===== config.mk =====
export PLATFORM = sky130hd
export DESIGN_NAME = addsub_pipe
export DESIGN_NICKNAME = d
export VERILOG_FILES = /design/src/rtl/ula_pkg.sv /design/src/rtl/addsub_chunk_stage.sv /design/src/rtl/addsub_pipe.sv
export SDC_FILE = /design/constraint.sdc
export NUM_CORES = 1
export LEC_CHECK = 0
export BUFFER_PORTS_ARGS = -buffer_cell sky130_fd_sc_hd__buf_2
export CORE_ASPECT_RATIO = 0.5
export CORE_UTILIZATION = 49
export DETAILED_ROUTE_END_ITERATION = 7
export HOLD_SLACK_MARGIN = 0.1
export PLACE_DENSITY_LB_ADDON = 0.15
export SYNTH_ARGS = -nofsm -noshare
export SYNTH_HDL_FRONTEND = slang
export SYNTH_SLANG_ARGS = --single-unit

===== constraint.sdc =====
create_clock -name clk -period 4.7 [get_ports clk]
set_clock_uncertainty 0.15 [all_clocks]
set_input_delay 0.705 -clock clk [delete_from_list [all_inputs] [get_ports clk]]
set_output_delay 0.705 -clock clk [all_outputs]
set_load 0.02 [all_outputs]

===== src/rtl/ula_pkg.sv =====
// Shared ULA datapath definitions: operation encodings and status-flag bit positions.
package ula_pkg;

  localparam logic OP_ADD = 1'b0;
  localparam logic OP_SUB = 1'b1;

  // Bit positions inside a packed flag vector, for later packing into a status word.
  localparam int unsigned Z = 0;
  localparam int unsigned N = 1;
  localparam int unsigned C = 2;
  localparam int unsigned V = 3;
  localparam int unsigned NUM_FLAGS = 4;

  typedef logic [NUM_FLAGS-1:0] flags_t;

endpackage


===== src/rtl/addsub_chunk_stage.sv =====
// One pipeline slice of the adder: resolves chunk IDX of the operands and registers the
// partial sum, the chunk carry, the remaining operand bits and a valid bit.
module addsub_chunk_stage
  import ula_pkg::*;
#(
  parameter int unsigned WIDTH = 8,
  parameter int unsigned CHUNK = 4,
  parameter int unsigned IDX   = 0
) (
  input  logic             clk,
  input  logic             rst_n,
  input  logic             en,
  input  logic             prev_valid,
  input  logic [WIDTH-1:0] prev_a,
  input  logic [WIDTH-1:0] prev_b,
  input  logic [WIDTH-1:0] prev_sum,
  input  logic             prev_carry,
  output logic             valid,
  output logic [WIDTH-1:0] a,
  output logic [WIDTH-1:0] b,
  output logic [WIDTH-1:0] sum,
  output logic             carry,
  output flags_t           flags
);

  localparam int unsigned Lo  = IDX * CHUNK;
  localparam int unsigned Msb = Lo + CHUNK - 1;

  logic [CHUNK:0]   res;
  logic [WIDTH-1:0] a_d, b_d, sum_d;
  logic             carry_msb;
  flags_t           flags_d;

  logic             valid_q, carry_q;
  logic [WIDTH-1:0] a_q, b_q, sum_q;
  flags_t           flags_q;

  // Chunk adder; flags are only meaningful in the last slice, where sum_d is complete.
  always_comb begin
    res = {1'b0, prev_a[Lo +: CHUNK]} + {1'b0, prev_b[Lo +: CHUNK]}
        + {{CHUNK{1'b0}}, prev_carry};
    sum_d = prev_sum;
    sum_d[Lo +: CHUNK] = res[CHUNK-1:0];
    // Consumed operand chunks are dropped so later slices carry only pending bits.
    a_d = prev_a;
    a_d[Lo +: CHUNK] = '0;
    b_d = prev_b;
    b_d[Lo +: CHUNK] = '0;
    carry_msb = prev_a[Msb] ^ prev_b[Msb] ^ res[CHUNK-1];
    flags_d = '0;
    flags_d[Z] = (sum_d == '0);
    flags_d[N] = sum_d[WIDTH-1];
    flags_d[C] = res[CHUNK];
    flags_d[V] = carry_msb ^ res[CHUNK];
  end

  // Slice register: shifts on en, payload loads only for a valid beat.
  always_ff @(posedge clk or negedge rst_n) begin
    if (!rst_n) begin
      valid_q <= 1'b0;
      carry_q <= 1'b0;
      a_q     <= '0;
      b_q     <= '0;
      sum_q   <= '0;
      flags_q <= '0;
    end else if (en) begin
      valid_q <= prev_valid;
      if (prev_valid) begin
        carry_q <= res[CHUNK];
        a_q     <= a_d;
        b_q     <= b_d;
        sum_q   <= sum_d;
        flags_q <= flags_d;
      end
    end
  end

  assign valid = valid_q;
  assign a     = a_q;
  assign b     = b_q;
  assign sum   = sum_q;
  assign carry = carry_q;
  assign flags = flags_q;

endmodule


===== src/rtl/addsub_pipe.sv =====
// Pipelined adder/subtractor: WIDTH/CHUNK chunk slices with a registered carry between
// them, NZCV flags from the final slice and valid/ready handshakes on both sides.
module addsub_pipe
  import ula_pkg::*;
#(
  parameter int unsigned WIDTH = 8,
  parameter int unsigned CHUNK = 4
) (
  input  logic             clk,
  input  logic             rst_n,
  input  logic             in_valid,
  output logic             in_ready,
  input  logic [WIDTH-1:0] A,
  input  logic [WIDTH-1:0] B,
  input  logic             Cin,
  input  logic             sub,
  output logic             out_valid,
  input  logic             out_ready,
  output logic [WIDTH-1:0] Sum,
  output logic             Cout,
  output logic             flag_z,
  output logic             flag_n,
  output logic             flag_v
);

  localparam int unsigned STAGES = WIDTH / CHUNK;

  logic             adv;
  logic             valid_l [STAGES+1];
  logic [WIDTH-1:0] a_l     [STAGES+1];
  logic [WIDTH-1:0] b_l     [STAGES+1];
  logic [WIDTH-1:0] sum_l   [STAGES+1];
  logic             carry_l [STAGES+1];
  logic [STAGES*NUM_FLAGS-1:0] flags_flat;
  flags_t           flags_out;
  logic             unused_bits;

  // Whole pipe moves as one; a stalled output freezes every slice.
  assign adv      = out_ready || !out_valid;
  assign in_ready = adv;

  // Operand conditioning: subtraction is A + ~B + 1, Cin ignored.
  always_comb begin
    valid_l[0] = in_valid;
    a_l[0]     = A;
    sum_l[0]   = '0;
    if (sub == OP_SUB) begin
      b_l[0]     = ~B;
      carry_l[0] = 1'b1;
    end else begin
      b_l[0]     = B;
      carry_l[0] = Cin;
    end
  end

  for (genvar k = 0; k < STAGES; k++) begin : g_stage
    addsub_chunk_stage #(
      .WIDTH (WIDTH),
      .CHUNK (CHUNK),
      .IDX   (k)
    ) u_stage (
      .clk        (clk),
      .rst_n      (rst_n),
      .en         (adv),
      .prev_valid (valid_l[k]),
      .prev_a     (a_l[k]),
      .prev_b     (b_l[k]),
      .prev_sum   (sum_l[k]),
      .prev_carry (carry_l[k]),
      .valid      (valid_l[k+1]),
      .a          (a_l[k+1]),
      .b          (b_l[k+1]),
      .sum        (sum_l[k+1]),
      .carry      (carry_l[k+1]),
      .flags      (flags_flat[k*NUM_FLAGS +: NUM_FLAGS])
    );
  end

  assign flags_out = flags_flat[(STAGES-1)*NUM_FLAGS +: NUM_FLAGS];

  assign out_valid = valid_l[STAGES];
  assign Sum       = sum_l[STAGES];
  assign Cout      = flags_out[C];
  assign flag_z    = flags_out[Z];
  assign flag_n    = flags_out[N];
  assign flag_v    = flags_out[V];

  // Intermediate-slice flags and the drained operand/carry tails have no consumer.
  assign unused_bits = ^{flags_flat, a_l[STAGES], b_l[STAGES], carry_l[STAGES]};

endmodule

# After elaboration in Yosys (flattened, before gate mapping)
# Cells that the tools add are included.
word_totals:
  word_cells: 23
  romBits: 0
  out_inout_bits: 14
  regBits: 27
  mem_bits_rw: 0
  n_memories: 0
  latch_bits: 0
  inputBits: 22
classes:
  order_cmp: 0
  bitwise: 4
  shifts: 0
  n_mul: 0
  n_reduce_logical: 5
  mux: 2
  n_eq_ne: 0
  div_mod_pow: 0
  addsub: 4
ops:
  columns: ["operator", "count"]
  rows:
  - ["4-bit by 4-bit adder with 5-bit output", 2]
  - ["5-bit by 1-bit adder with 5-bit output", 2]
  - ["8-bit zero test", 1]
  - ["8-bit 2-to-1 mux", 1]
  - ["8-bit inverter", 1]
  - ["2-bit AND reduction", 2]
  - ["1-bit XOR", 3]
  - ["1-bit zero test", 1]
  - ["1-bit logical OR", 1]
  - ["1-bit 2-to-1 mux", 1]

# Logic depth before layout (Yosys ltp)
depth:
  ltp_word: 4
  ltp_mapped: 7
  ltp_nobuf: 7

# By module
# A second synthesis with hierarchy kept.
hier_totals:
  hier_cells: 173
  hier_area_um2: 2072.0
modules_own_cells:
  columns: ["mod", "seq_area_each_um2", "n_inst", "area_per_inst_um2", "cells_per_inst"]
  rows:
  - ["addsub_chunk_stage at g_stage[0].u_stage", 500.5, 1, 1001.0, 83]
  - ["addsub_chunk_stage at g_stage[1].u_stage", 500.5, 1, 973.4, 78]
  - ["addsub_pipe", 0.0, 1, 97.6, 12]

# Worst setup path after synthesis
# OpenSTA, ideal clock, no wires.
synth_path:
  path_kind: "in2reg"
  start: "input port sub"
  end: "register g_stage[0].u_stage.carry_q"
  setup_slack_ns: 1.998
  arrival_time_ns: 2.425
  cell_stages: 7
  setup_time_ns: 0.127
  path_cell_list: "buf_2 > or2_2 > fa_1 > fa_1 > a21o_1 > a211oi_1 > a21oi_1"
synth_between:
  elab_chain_cells: 3
  elab_cells_between_ends: 4
  cone_classes: "add/sub (2); mux (2)"
synth_rtl:
  columns: ["item", "line_no", "rtl"]
  rows:
  - ["start: declaration", "addsub_pipe.sv:16", "input logic sub,"]
  - ["8-bit 2-to-1 mux", "addsub_pipe.sv:47", "if (sub == OP_SUB) begin"]
  - ["4-bit by 4-bit adder with 5-bit output", "addsub_chunk_stage.sv:40", "res = {1'b0, prev_a[Lo +: CHUNK]} + {1'b0, prev_b[Lo +: CHUNK]}"]
  - ["5-bit by 1-bit adder with 5-bit output *", "addsub_chunk_stage.sv:41", "+ {{CHUNK{1'b0}}, prev_carry};"]
  - ["end signal: assignment", "addsub_chunk_stage.sv:69", "carry_q <= res[CHUNK];"]
  - ["end: declaration", "addsub_chunk_stage.sv:34", "logic valid_q, carry_q;"]
# Mark *: on every way between the ends. The rest lies on a longest branch, timed or not.
# A chain may end at the register's enable or synchronous reset.

# Final worst setup path
# Same ends and word-level chain as after synthesis.

==> impl_metrics.yaml <==
logic_synthesis:
  ys_types: 25
  synth_nets: 145
  synth_seq_area_share_pct: 48.4
  ys_ff_latch: 26
  avgSynthCellArea_um2: 11.9
  yosysTopAreaCell: "dfrtp_1"
  synth_cells: 113
  yosys_warnings: 0
  synth.area.top_cells: "dfrtp_1 48%, mux2_2 11%, fa_1 6.0%"
  synth_top_area_share_pct: 48.4
  synthesis.area_mm2: 0.00135
die:
  die_x_um: 76.1
  die_h_um: 39.0
  die_area_mm2: 0.00297
  io_pins: 36
  initial_utilization_pct: 56.0
  rows: 12
  core_area_mm2: 0.00240
clocking:
  clockBufferDepth: 2
  hold_buffers: 0
  post_cts_buffers: 0
  ctsResizeCount: 0
  cts_sinks: 26
  clkTransAtPathRegs_ps: 80
  root_buffer: "clkbuf_8"
  numCtsBuffers: 3
  cts.htree.levels: 1
  cts_tree: "done"
  clock_latency_ps: 270
sta:
  maxSlewViolCount: 0
  clock.fmax_mhz: 394
  max-slew-margin-rel_pct: 57.1
  min_period_ps: 2530
  finalSetupViolCount: 0
  fin_crit_sh_pct: 53.9
  hold_viol: 0
  rsz0062_at_grt: "no"
  worstMarginPinSlew_ps: 642
  setup_tns_ps: 0
global_route:
  grt_antenna_before_repair: 0
  grt_max_degree: 27
  grt_overflow_total: 0
  grt_pass1_wl_um: 3750
  grt_use_total_pct: 17.7
  first_global_vias: 781
critical_path:
  worst_setup_path_end_kind: "flop"
  reg2reg_to: "g_stage[1].u_stage.flags[3]"
  start_kind: "input port"
  crit_chain: "buf_2 -> or2_2 -> fa_1 -> fa_1 -> a21o_1 -> a211oi_1 -> a21oi_1"
  worstPathArrival_ps: 2520
  cp_data_required_time_ps: 4680
  cp_slowest_cell: "fa_1"
  rrSetupSlack_ps: 2550
  cp_max_fo: 9
  timing.rr.start: "g_stage[0].u_stage.a[4]"
  crit_top_cell: "fa_1"
  critPathTopFamily: "adder cells"
  path_buf_inv: 1
  crit_type: "input port to flop"
  worstRegToRegCells: 7
  critPathMaxStageDelay_ps: 410
drt:
  post_drt_wl_per_cell_um: 11.7
  firstDrtPassIters: 4
  vias: 855
  viasPerCell: 4.70
  drt_drc_violations_left: 0
  drt-initial-drc-count: 14
  wl_um: 2140
  ant_nets: 0
power:
  ir_drop_mv: 0.191
  leakage_uw: 0.000786
  power.density_cell_area_mw_per_mm2: 498
layout:
  nets: 180
  antenna_cells: 0
  fin_cells: 182
  syn2layout_area_growth_pct: 17.7
  layout-drive-gt1-share_pct: 38.8
hold_path:
  hold_path_class: "input port to asynchronous set/reset pin"
status:
  status: "completed"
placement:
  place_inst: 178
  routabilityCongestion: 0.731
  io_buffers: 35
  dpl.hpwl_um: 1690
job:
  cap_violations: 0
cells in the final DEF (no fill, tap or decap), types with 2 or more instances in the layout:
cell,netlist,final
buf_2,2,35
xnor2_1,5,5
inv_1,6,6
a21o_1,2,2
dfrtp_1,26,26
xor2_1,8,8
o21ai_0,8,8
nand2_1,11,11
clkbuf_8,0,4
a21oi_1,5,5
ha_1,6,6
nor2_1,4,4
fa_1,4,4
mux2_2,13,13
per-stage QoR:
step / utilization [%] / power, uW / worst slack (ps) / hold WS (ps) / area [um2]
finish: 65.9 / 789 / 2170 / 270 / 1580
global route: 65.9 / 845 / 2010 / 316 / 1580
CTS: 65.9 / 800 / 2160 / 293 / 1580
detailed placement: 63.6 / 657 / 1860 / 321 / 1530
global placement: 63.6 / 647 / 1920 / 311 / 1530
floorplan: - / 564 / 2000 / 259 / 1350
kinds of logic after synthesis:
logic type | after synthesis | synth area share (%)
xor+xnor | 13 | 8.47
flops | 26 | 48.4
compound gates | 18 | 8.37
fa+ha+maj | 10 | 11.5
simple gates | 22 | 8.00
mux | 13 | 10.9
buf+inv | 11 | 4.37
where the power goes:
part | internal, uW | switching [uW]
Combinational | 136 | 179
Clock | 74.8 | 66.4
Sequential | 294 | 37.9
final cells by class:
type	instances	area (um2)
fill	202	820
sequential	26	651
clock buffer	4	55.1
multi-input combinational	76	636
inverter	6	22.5
tap	35	43.8
timing repair buffer	35	175
registers in the layout, indices dropped and copies added (netlist names):
signal                 cells
g_stage.u_stage.carry      1
g_stage.u_stage.b          4
g_stage.u_stage.flags      4
g_stage.u_stage.a          4
g_stage.u_stage.sum       11
g_stage.u_stage.valid      2
layer usage:
metal / global-route usage [%] / vias to the layer above / wire (um)
met2: 26.1 / 29 / 832
met1: 24.5 / 378 / 1130
li1: - / 444 / -
met4: 7.21 / 0 / 34
met3: 5.18 / 4 / 140
met5: 0 / - / 0
worst reg2reg max path, cell delays in order, from the launching register on:
cell	delay (ps)
dfrtp_1	350
inv_1	60
fa_1	470
fa_1	420
nand2b_1	160
a21oi_1	200
xnor2_1	140
o21ai_0	90
Yosys cell counts:
cell type,instances
dfrtp_1,26
mux2_2,13
nand2_1,11
o21ai_0,8
xor2_1,8
ha_1,6
inv_1,6
a21oi_1,5
xnor2_1,5
fa_1,4
nor2_1,4
a21o_1,2
buf_2,2
buf_4,2
a211oi_1,1
a21oi_2,1
buf_6,1
nand2_2,1
nand2b_1,1
nand2b_4,1
nand3_1,1
nand3b_1,1
nor4_1,1
o41ai_2,1
or2_2,1
worst max path at each step:
stage | from | to | slack, ps | cells past startpoint
final | sub | g_stage[0].u_stage.carry | 2170 | 7
after global routing | sub | g_stage[0].u_stage.carry | 2010 | 7
after CTS | sub | g_stage[0].u_stage.carry | 2160 | 7
after detailed placement | sub | g_stage[0].u_stage.carry | 1860 | 7
after global placement | sub | g_stage[0].u_stage.carry | 1920 | 7
after floorplan | sub | g_stage[0].u_stage.carry | 2000 | 7
Note: power is estimated with default switching activity, not from simulation.
